===== src/rtl/wb_port_arbiter.sv =====
// Register-file write-port arbiter: W-stage writes win, secondary long-latency
// results queue in a small in-order FIFO and request a W bubble when starved.
module wb_port_arbiter #(
  parameter int DEPTH        = 4,
  parameter int STARVE_LIMIT = 8
) (
  input  logic                     Clk,
  input  logic                     Rst_n,
  input  logic                     RegWriteW,
  input  logic [4:0]               WriteRegW,
  input  logic [31:0]              WriteDataW,
  input  logic                     SecValid,
  input  logic [4:0]               SecReg,
  input  logic [31:0]              SecData,
  output logic                     SecReady,
  output logic                     RFWrite,
  output logic [4:0]               RFWriteReg,
  output logic [31:0]              RFWriteData,
  output logic                     StallReq,
  input  logic [4:0]               QueryRegA,
  input  logic [4:0]               QueryRegB,
  output logic                     QueryHitA,
  output logic                     QueryHitB,
  output logic [$clog2(DEPTH):0]   Count
);

  localparam int PW = $clog2(DEPTH);
  localparam int CW = PW + 1;
  localparam int SW = $clog2(STARVE_LIMIT + 1);

  typedef enum logic [1:0] {IDLE, PENDING, FORCE} state_t;

  state_t          state, stateNext;
  logic [4:0]      fifoReg  [DEPTH];
  logic [31:0]     fifoData [DEPTH];
  logic [PW-1:0]   head, tail;
  logic [SW-1:0]   starveCnt, starveNext;
  logic [CW-1:0]   countNext;
  logic [DEPTH-1:0] entryValid;
  logic [PW-1:0]   slotOff;
  logic            push, pop, full, nonEmpty, wLost;

  assign full     = (Count == CW'(DEPTH));
  assign nonEmpty = (Count != '0);
  assign SecReady = !full;
  assign push     = SecValid && SecReady;
  assign pop      = !RegWriteW && nonEmpty;
  assign wLost    = RegWriteW && nonEmpty;
  assign countNext = Count + CW'(push) - CW'(pop);
  assign StallReq  = (state == FORCE);

  // Port select; a destination of r0 still consumes the slot but never writes
  always_comb begin
    RFWrite     = 1'b0;
    RFWriteReg  = '0;
    RFWriteData = '0;
    if (RegWriteW) begin
      RFWriteReg  = WriteRegW;
      RFWriteData = WriteDataW;
      RFWrite     = Rst_n && (WriteRegW != 5'd0);
    end else if (nonEmpty) begin
      RFWriteReg  = fifoReg[head];
      RFWriteData = fifoData[head];
      RFWrite     = Rst_n && (fifoReg[head] != 5'd0);
    end
  end

  always_comb begin
    entryValid = '0;
    slotOff    = '0;
    for (int i = 0; i < DEPTH; i++) begin
      slotOff       = PW'(i) - head;
      entryValid[i] = ({1'b0, slotOff} < Count);
    end
  end

  always_comb begin
    QueryHitA = 1'b0;
    QueryHitB = 1'b0;
    for (int i = 0; i < DEPTH; i++) begin
      if (entryValid[i] && (fifoReg[i] == QueryRegA) && (QueryRegA != 5'd0)) QueryHitA = 1'b1;
      if (entryValid[i] && (fifoReg[i] == QueryRegB) && (QueryRegB != 5'd0)) QueryHitB = 1'b1;
    end
  end

  always_comb begin
    starveNext = starveCnt;
    if (pop || !nonEmpty || state == IDLE) begin
      starveNext = '0;
    end else if (RegWriteW && starveCnt < SW'(STARVE_LIMIT)) begin
      starveNext = starveCnt + SW'(1);
    end
  end

  always_comb begin
    stateNext = state;
    case (state)
      IDLE: begin
        if (push) stateNext = PENDING;
      end
      PENDING: begin
        if (pop && countNext == '0) begin
          stateNext = IDLE;
        end else if ((wLost && starveCnt >= SW'(STARVE_LIMIT - 1)) || (full && SecValid)) begin
          stateNext = FORCE;
        end
      end
      FORCE: begin
        if (pop) stateNext = (countNext == '0) ? IDLE : PENDING;
      end
      default: stateNext = IDLE;
    endcase
  end

  always_ff @(posedge Clk or negedge Rst_n) begin
    if (!Rst_n) begin
      head      <= '0;
      tail      <= '0;
      Count     <= '0;
      starveCnt <= '0;
      state     <= IDLE;
    end else begin
      if (push) tail <= tail + PW'(1);
      if (pop)  head <= head + PW'(1);
      Count     <= countNext;
      starveCnt <= starveNext;
      state     <= stateNext;
    end
  end

  // Entry storage carries no reset; occupancy alone decides what is valid
  always_ff @(posedge Clk) begin
    if (push) begin
      fifoReg[tail]  <= SecReg;
      fifoData[tail] <= SecData;
    end
  end

endmodule


===== config.mk =====
export PLATFORM = sky130hd
export DESIGN_NAME = wb_port_arbiter
export DESIGN_NICKNAME = d
export VERILOG_FILES = /design/src/rtl/wb_port_arbiter.sv
export SDC_FILE = /design/constraint.sdc
export NUM_CORES = 1
export LEC_CHECK = 0
export BUFFER_PORTS_ARGS = -buffer_cell sky130_fd_sc_hd__buf_2
export CAP_MARGIN = 30
export CORE_MARGIN = 5
export CORE_UTILIZATION = 52
export CTS_BUF_LIST = sky130_fd_sc_hd__clkbuf_4 sky130_fd_sc_hd__clkbuf_8
export DETAILED_ROUTE_END_ITERATION = 10
export GPL_TIMING_DRIVEN = 0
export PLACE_DENSITY = 0.78
export SLEW_MARGIN = 20
export SYNTH_ARGS = -nofsm -noshare
export SYNTH_HDL_FRONTEND = slang
export SYNTH_SLANG_ARGS = --single-unit
export TNS_END_PERCENT = 100

===== constraint.sdc =====
create_clock -name Clk -period 2.9 [get_ports Clk]
set_input_delay 0 -clock Clk [delete_from_list [all_inputs] [get_ports Clk]]
set_output_delay 0 -clock Clk [all_outputs]
set_load 0.1 [all_outputs]

# After elaboration in Yosys (flattened, before gate mapping)

Memory sizes are Yosys's and may differ from the RTL's.
Cells that the tools add are included.

Register bits after elaboration: 13
Memory bits (writable): 148
Output and inout bits: 45
Logic and storage cells: 100
Memories: 2

Add/sub/neg operators: 9
Order comparisons: 6
Equal/unequal tests: 14
Mux-type cells: 24
Reductions and logical operators: 40

Memories:

| memory   | words | width | rd ports | clocked after memory_dff | write ports | line | RTL |
|---|---|---|---|---|---|---|---|
| fifoData | 4     | 32    | 1        | 0                        | 1           | 35   | `logic [31:0] fifoData [DEPTH];` |
| fifoReg  | 4     | 5     | 5        | 0                        | 1           | 34   | `logic [4:0] fifoReg [DEPTH];` |

Operators with widths:

| cell                                                                  | count |
|---|---|
| 32-bit 2-to-1 mux                                                     | 2 |
| 5-bit equality test                                                   | 8 |
| 1-bit logical AND                                                     | 25 |
| 5-bit nonzero test                                                    | 4 |
| 1-bit 2-to-1 mux                                                      | 13 |
| 2-bit by 3-bit less-than comparator with 1-bit output                 | 4 |
| 5-bit 2-to-1 mux                                                      | 2 |
| 2-bit 2-to-1 mux                                                      | 4 |
| 4-bit 2-to-1 mux                                                      | 2 |
| 2-bit one-hot mux with 3 select lines                                 | 1 |
| 2-bit by 1-bit adder with 2-bit output, second input constant         | 2 |
| 4-bit by 1-bit adder with 4-bit output, second input constant         | 1 |
| 4-bit by 3-bit >= comparator with 1-bit output, second input constant | 1 |
| 4-bit less-than comparator, second input constant                     | 1 |
| 1-bit by 2-bit subtractor with 2-bit output, first input constant     | 2 |
| 2-bit subtractor, first input constant                                | 2 |
| 3-bit by 1-bit adder with 3-bit output                                | 1 |
| 3-bit equality test, second input constant                            | 1 |
| 1-bit logical NOT                                                     | 3 |
| 3-bit logical NOT                                                     | 1 |
| 1-bit logical OR                                                      | 3 |
| 3-bit != test, second input constant                                  | 1 |
| 3-bit AND reduction                                                   | 1 |
| 3-bit nonzero test                                                    | 1 |
| other kinds (7)                                                       | 7 |

# Depth between registers and ports, before layout

Gate-level depths: netlist of run 1.

Depth after elaboration: 9
Gate-level depth with buffers: 12
Gate-level depth less buffers: 10

# Worst setup path before layout of run 1

No wires, ideal clock.

Kind: register to output
Start point: register Count[1]
End point: output port QueryHitA
Data arrival time: 3,780 ps
Required time: 2,900 ps
Slack: -880 ps
Stages on the path, launching flop included: 8
Cells stage by stage: dfrtp_1 -> inv_1 -> ha_1 -> a21boi_0 -> o21ba_2 -> nor4_1 -> nor4_1 -> a21oi_1

Word-level cells in the longest chain between the ends: 7

Ends and longest elaborated chain:

| item                                                  | line | RTL |
|---|---|---|
| start: declaration                                    | 24   | `output logic [$clog2(DEPTH):0] Count` |
| start signal: assignment                              | 125  | `Count <= countNext;` |
| 2-bit by 3-bit less-than comparator with 1-bit output | 73   | `entryValid[i] = ({1'b0, slotOff} < Count);` |
| 1-bit logical AND (2 in series)                       | 81   | `if (entryValid[i] && (fifoReg[i] == QueryRegA) && (QueryRegA != 5'd0)) QueryHitA = 1'b1;` |
| 1-bit 2-to-1 mux (3 in series)                        | 81   |  |
| 1-bit 2-to-1 mux *                                    | 81   |  |
| end: declaration                                      | 22   | `output logic QueryHitA,` |

Mark *: on every way between the ends. The rest lies on a longest branch, timed or not.

# Worst setup path after layout of run 1

Start point: register Count[2]
End point: register state[0]

Word-level cells in the longest chain between the ends: 9

Ends and longest elaborated chain:

| item                                                                         | line     | RTL |
|---|---|---|
| 3-bit equality test                                                          | 43       | `assign full = (Count == CW'(DEPTH));` |
| 1-bit logical NOT                                                            | 45       | `assign SecReady = !full;` |
| 1-bit logical AND                                                            | 46       | `assign push = SecValid && SecReady;` |
| 3-bit by 1-bit adder with 3-bit output                                       | 49       | `assign countNext = Count + CW'(push) - CW'(pop);` |
| 3-bit by 1-bit subtractor with 3-bit output *                                | 49       |  |
| net countNext[2]                                                             | 38       | `logic [CW-1:0] countNext;` |
| 3-bit logical NOT *                                                          | 102, 109 |  |
| 1-bit 2-to-1 mux or 1-bit logical AND (tied branches)                        | 109, 102 |  |
| 2-bit 2-to-1 mux (tied with other cells)                                     | 109      | `if (pop) stateNext = (countNext == '0) ? IDLE : PENDING;` |
| 2-bit one-hot mux with 3 select lines or 3-bit AND reduction (tied branches) | --       |  |
| end signal: assignment                                                       | 127      | `state <= stateNext;` |
| end: declaration                                                             | 33       | `state_t state, stateNext;` |

The timed path passes the listed nets; every way through them passes the cells marked *. The select of a mux whose other input is x is not followed.
A chain may end at the register's enable or synchronous reset.

==> flow_metrics.env, run 1 <==
export IMPL_run_status="complete, no violations"
export IMPL_finalWorstSetupSlack_ns=0.139
export IMPL_synth_top_area_frac=0.628
export IMPL_die_outline_width_um=127
export IMPL_leakage_nw=3.29
export IMPL_stdcell_count=775
export IMPL_final_core_util=0.672
export IMPL_end_kind="flip-flop"
export IMPL_crit_buf_inv=2
export IMPL_via_count_of_the_first_global_routing_pass=4668
export IMPL_worstSetupStartpointType="flip-flop"
export IMPL_vias=4302
export IMPL_routed_wirelength_um=15600
export IMPL_synth_commonest_cells="edfxtp_1 (148), a22o_1 (38), mux4_2 (37)"
export IMPL_initial_core_utilization=0.532
export IMPL_crit_chain="clkbuf_8 -> nor3_4 -> nor2_4 -> buf_6 -> xnor2_1 -> ha_1 -> fa_1 -> xnor3_1 -> nor3_2 -> nand2_1 -> a31oi_1 -> o22ai_1"
export IMPL_detailedRoute_firstPassIterationCount=4
export IMPL_relSlewSlack=0.553
export IMPL_drt_first_iter_violations=286
export IMPL_setup_viol=0
export IMPL_grt_antenna_before_repair=1
export IMPL_core_um2=13300
export IMPL_synth_seq_area_share=0.674
export IMPL_number_of_max_cap_violations=0
export IMPL_area_growth_pct=26.2
export IMPL_postLayoutCellArea_um2=8940
export IMPL_worst_setup_hold_path_clk_slew_ns=0.08
export IMPL_worst_path_dominant_cell_family="simple AND/OR/NAND/NOR gates"
export IMPL_cp_max_fo=10
export IMPL_postSynthAreaPerCell_um2=17.5
export IMPL_placement_rows=42
export IMPL_die_area_um2=16000
export IMPL_cts_root_buffer_cell="clkbuf_8"
export IMPL_port_buffer_count=121
export IMPL_placed_cell_area_um2=8040
export IMPL_ys_async_sr_fraction=0.0807
export IMPL_pre_cts_ws_ns=-0.252
export IMPL_worst_hold_path_type="input port to flip-flop"
export IMPL_overflow=0
export IMPL_final_period_utilization=0.952
export IMPL_timing_max_transition_violations_final=0
export IMPL_synthesized_instance_count=404
export IMPL_cts_buffer_depth=2
export IMPL_yosys_warnings=0
export IMPL_ys_top_cells_by_area="edfxtp_1 (63%), mux4_2 (12%), a22o_1 (4.7%), dfrtp_1 (4.6%), xnor2_1 (3.5%)"
export IMPL_irDropWorstVdd_mv=0.733
export IMPL_placed_cells_incl_taps=705
export IMPL_cts_num_sinks=161
export IMPL_synth_largest_area_cell="edfxtp_1"
export IMPL_hold_viol=0
export IMPL_post_synth_top_count_cell="edfxtp_1"
export IMPL_grt_max_degree=24
export IMPL_tritoncts="yes"
export IMPL_antennaDiodeCount=0
export IMPL_cpMaxStageDelayCell="dfrtp_4"
export IMPL_clock_latency_ns=0.44
export IMPL_minimum_clock_period_ns=2.76
export IMPL_route_detailed_vias_per_inst=5.55
export IMPL_numCtsBuffers=17
export IMPL_hpwlAfterDp_um=10800
export IMPL_fmax_mhz=362
export IMPL_io_pin_count=133
export IMPL_tightest_slew_ns=0.671
export IMPL_worst_path_required_time_ns=3.22
export IMPL_synthFlopType="edfxtp_1"
export IMPL_chipHeight_um=127
export IMPL_overall_routing_resource_usage=0.201
export IMPL_synth_edff_count=148
export IMPL_p_per_area_nw_per_um2=1060
export IMPL_finish_net_count=686
export IMPL_drc_errors=0
export IMPL_critical_path_class="flip-flop to flip-flop"
export IMPL_cts_htree_levels=4
export IMPL_drive_above_1_share=0.366
export IMPL_wire_length_of_the_first_global_routing_pass_um=24500
export IMPL_postRouteAntennaNets=0
export IMPL_place_congestion=1.04
export IMPL_synth_ff_latch_count=161
export IMPL_worst_ep_arrival_time_ns=3.09
export IMPL_crit_path_max_incr_delay_ns=0.50
export IMPL_worst_hold_slack_ns=0.191
export IMPL_synth_cell_type_count=38
export IMPL_timing_clock_skew_ns=0.0131
export IMPL_synth_nets=503
export IMPL_avgRoutedWirePerCell_um=20.2
export IMPL_synthesis_area_um2=7080
==> sequential cells by signal (all words and copies together), names as in the netlist <==
name / cells
starveCnt: 4
fifoData: 128
tail: 2
fifoReg: 20
head: 2
Count: 3
state: 2
==> worst reg2reg max path: stages, from the launching register on <==
cell      delay [ns]
dfrtp_4         0.50
clkbuf_8        0.17
nor3_4          0.18
nor2_4          0.10
buf_6           0.17
xnor2_1         0.13
ha_1            0.20
fa_1            0.37
xnor3_1         0.23
nor3_2          0.20
nand2_1         0.11
a31oi_1         0.18
o22ai_1         0.10
==> routing by layer <==
metal  GRT usage  routed length, um  vias to the layer above
li1            -                  -                     1971
met1       0.262               6270                     2150
met2       0.325               7980                      161
met3      0.0555               1150                       18
met4      0.0744                238                        2
met5           0                  7                        -
==> final timing paths <==
kind                       slack [ns]  cells past startpoint  startpoint  endpoint
max                              0.14                     12    Count[2]  state[0]
min                              0.19                      4   RegWriteW   head[1]
max reg2reg                      0.14                     12    Count[2]  state[0]
min reg2reg                      0.50                      1    state[1]  state[0]
max in group asynchronous        1.82                      3       Rst_n  Count[2]
min in group asynchronous        0.64                      3       Rst_n  Count[2]
==> through the flow <==
| step | TNS (ns) | power, mW |
|---|---|---|
| 2_1_floorplan | 0 | 6.72 |
| 3_3_place_gp | -0.198 | 7.51 |
| 3_5_place_dp | -0.417 | 7.69 |
| 4_1_cts | 0 | 9.45 |
| 5_1_grt | -0.00581 | 9.88 |
| 6_report | 0 | 9.44 |
==> power breakdown <==
group          switching [mW]  internal [mW]
Combinational            3.03           1.42
Clock                   0.748          0.942
Sequential              0.219           3.07
==> layout by cell type (no fill, tap or decap), drive strengths merged, types with 2 or more instances in the layout <==
master | Yosys | routed
a22o | 38 | 38
ha | 10 | 10
buf | 11 | 135
dfrtp | 13 | 13
nor2b | 3 | 3
o21ai | 5 | 5
clkbuf | 18 | 37
clkinv | 0 | 6
nor2 | 9 | 9
a21oi | 3 | 3
and3 | 4 | 4
inv | 7 | 7
nor4 | 10 | 10
a31oi | 2 | 2
o21ba | 2 | 2
nand3 | 8 | 8
nor3 | 4 | 4
edfxtp | 148 | 148
clkinvlp | 0 | 2
bufinv | 0 | 4
mux4 | 37 | 37
nand2 | 7 | 7
dlygate4sd3 | 0 | 40
o22ai | 3 | 3
or4 | 2 | 2
nand2b | 2 | 2
xor2 | 19 | 19
a21boi | 2 | 2
xnor2 | 28 | 28
==> logic make-up after synthesis <==
family                     count (synthesis)  synth area share
AOI/OAI and AO/OA                         58            0.0656
buffers and inverters                     36            0.0212
xor gates and xnor gates                  48            0.0613
muxes                                     38             0.119
DFF                                      161             0.674
and+or+nand+nor                           52            0.0385
adders and majority gates                 11            0.0205
==> layout make-up <==
class / count / area (um2)
Buffer: 27 / 148
Clock buffer: 19 / 249
Clock inverter: 12 / 166
Fill cell: 906 / 4360
Inverter: 7 / 26.3
Multi-Input combinational cell: 207 / 2220
Sequential cell: 161 / 4780
Tap cell: 176 / 220
Timing Repair Buffer: 166 / 1130
==> timing repair <==
action,4_1_cts,5_1_grt
buffers inserted,0,1
hold buffers,40,0
gates cloned,0,0
setup endpoints to repair,2,4
hold endpoints to repair,162,0
pin swaps,1,2
resized for setup,10,11
(Power assumes the default switching activity.)
==> run 2: changes to the inputs <==
BUFFER_PORTS_ARGS = -buffer_cell sky130_fd_sc_hd__buf_4   (was -buffer_cell sky130_fd_sc_hd__buf_2)
REMOVE_ABC_BUFFERS = 1   (was unset)
==> run 2 against run 1 <==
Sequential cell count unchanged. Utilization increased by 2.2 points. Worst hold slack improved by 0.0076 ns. Worst setup slack improved by 0.0024 ns. Cell area increased by 3.3%. Critical path type unchanged.
==> flow_metrics.env, run 2 (synthesis gave the netlist of run 1 again) <==
export IMPL_finish_net_count=678
export IMPL_setup_worst_path_end="state[0]"
export IMPL_crit_buf_inv=0
export IMPL_avgRoutedWirePerCell_um=20.6
export IMPL_wire_length_of_the_first_global_routing_pass_um=25100
export IMPL_overall_routing_resource_usage=0.203
export IMPL_crit_path_max_incr_delay_ns=0.53
export IMPL_r2r_slack_ns=0.14
export IMPL_final_period_utilization=0.951
export IMPL_port_buffer_count=132
export IMPL_hpwlAfterDp_um=10400
export IMPL_place_congestion=0.859
export IMPL_largest_register_ffs=128
export IMPL_worst_path_required_time_ns=3.21
export IMPL_run_status="complete, no violations"
export IMPL_ff2ff_path_depth=10
export IMPL_number_of_max_cap_violations=0
export IMPL_cts_root_buffer_cell="clkbuf_8"
export IMPL_relSlewSlack=0.565
export IMPL_fmax_mhz=363
export IMPL_cpMaxStageDelayCell="dfrtp_1"
export IMPL_irDropWorstVdd_mv=0.806
export IMPL_grt_max_degree=43
export IMPL_worstSetupStartpointType="flip-flop"
export IMPL_placed_cells_incl_taps=690
export IMPL_cts_buffer_depth=2
export IMPL_die_area_um2=16000
export IMPL_leakage_nw=3.43
export IMPL_cts_htree_levels=4
export IMPL_final_core_util=0.694
export IMPL_tightest_slew_ns=0.651
export IMPL_routed_wirelength_um=15800
export IMPL_tritoncts="yes"
export IMPL_numCtsBuffers=17
export IMPL_postRouteAntennaNets=0
export IMPL_worst_hold_slack_ns=0.199
export IMPL_io_pin_count=133
export IMPL_r2r_end="state[0]"
export IMPL_critical_path_class="flip-flop to flip-flop"
export IMPL_reg2reg_from="Count[0]"
export IMPL_top_regs="fifoData x128, fifoReg x20, starveCnt x4"
export IMPL_clock_latency_ns=0.44
export IMPL_drc_errors=0
export IMPL_chipHeight_um=127
export IMPL_die_outline_width_um=127
export IMPL_antennaDiodeCount=0
export IMPL_rsz0062_at_grt="no"
export IMPL_drt_first_iter_violations=245
export IMPL_core_um2=13300
export IMPL_stdcell_count=768
export IMPL_end_kind="flip-flop"
export IMPL_worst_path_dominant_cell_family="compound AO/OA/AOI/OAI gates"
export IMPL_setup_viol=0
export IMPL_vias=4259
export IMPL_detailedRoute_firstPassIterationCount=4
export IMPL_cts_num_sinks=161
export IMPL_design_power_total_mw=9.61
export IMPL_crit_chain="nor2_1 -> a21bo_2 -> xnor2_1 -> ha_1 -> fa_1 -> xnor3_1 -> nor3_1 -> nand2_1 -> a31oi_1 -> o22ai_1"
export IMPL_drive_above_1_share=0.377
export IMPL_route_detailed_vias_per_inst=5.55
export IMPL_worst_setup_path_startpoint="Count[0]"
export IMPL_setup_tns_ns=0
export IMPL_area_growth_pct=30.4
export IMPL_worst_ep_arrival_time_ns=3.07
export IMPL_hold_viol=0
export IMPL_mostFrequentLayoutCells="edfxtp_1 (148), buf_4 (137), dlygate4sd3_1 (40), a22o_1 (38), mux4_2 (37)"
export IMPL_grt_antenna_before_repair=0
export IMPL_top_register="fifoData"
export IMPL_p_per_area_nw_per_um2=1040
export IMPL_placement_rows=42
export IMPL_final_common_cell="edfxtp_1"
export IMPL_initial_core_utilization=0.532
export IMPL_crit_cells=10
export IMPL_timing_max_transition_violations_final=0
export IMPL_worst_hold_path_type="input port to flip-flop"
export IMPL_cp_max_fo=8
export IMPL_worst_setup_hold_path_clk_slew_ns=0.08
export IMPL_overflow=0
export IMPL_minimum_clock_period_ns=2.76
export IMPL_via_count_of_the_first_global_routing_pass=4717
export IMPL_timing_clock_skew_ns=0.00941
run 2: cell count changes in the layout (fill, tap and decap cells not counted), sizes merged:
cell / before / now
buf: 135 / 145
clkbuf: 37 / 20
run 2: through the flow:
stage / cell area (um2) / setup WS [ns]
after floorplan: 6960 / -1.65
after global placement: 8170 / -2.24
after detailed placement: 8340 / -0.174
after CTS: 9210 / 0.0246
after global routing: 9230 / 0.0237
final: 9230 / 0.142
run 2: per-layer routing:
layer	up-vias	GRT usage	routed length (um)
li1	1962	-	-
met1	2143	0.261	6410
met2	138	0.347	8190
met3	16	0.0479	1020
met4	0	0.0625	192
met5	-	0	0
run 2: worst register-to-register path: cells and delay by family (launching register included):
| kind | cells | cell delay (ns) |
|---|---|---|
| adders and majority gates | 2 | 0.55 |
| xor gates and xnor gates | 2 | 0.52 |
| DFF | 1 | 0.53 |
| and+or+nand+nor | 3 | 0.47 |
| AOI/OAI and AO/OA | 3 | 0.57 |
run 2: area by class of cell:
| type | count | area, um2 |
|---|---|---|
| clock buffer | 20 | 256 |
| multi-input combinational | 207 | 2190 |
| timing repair buffer | 185 | 1600 |
| fill | 857 | 4060 |
| inverter | 7 | 26.3 |
| tap | 176 | 220 |
| clock inverter | 12 | 165 |
| sequential | 161 | 4780 |
run 2: timing repair:
item | in CTS | in global routing
pin swaps | 1 | 1
setup endpoints to repair | 3 | 4
setup buffers | 6 | 0
gates resized for setup | 0 | 5
hold buffers | 40 | 0
endpoints found under the hold margin | 162 | 0
run 2: power breakdown:
| group | total (mW) | internal (mW) | switching [mW] |
|---|---|---|---|
| clock network | 1.72 | 0.956 | 0.763 |
| logic | 4.53 | 1.57 | 2.95 |
| registers | 3.36 | 3.07 | 0.289 |
| total | 9.61 | 5.60 | 4.01 |
run 2: how the worst min path moves through the flow:
stage / startpoint / slack (ns) / to / depth (start not counted)
finish: RegWriteW / 0.20 / starveCnt[3] / 3
global route: RegWriteW / 0.19 / starveCnt[2] / 3
CTS: RegWriteW / 0.17 / starveCnt[3] / 3
detailed placement: Rst_n / -0.13 / Count[0] / 1
global placement: Rst_n / -0.14 / Count[1] / 1
floorplan: Rst_n / -0.30 / Count[0] / 0
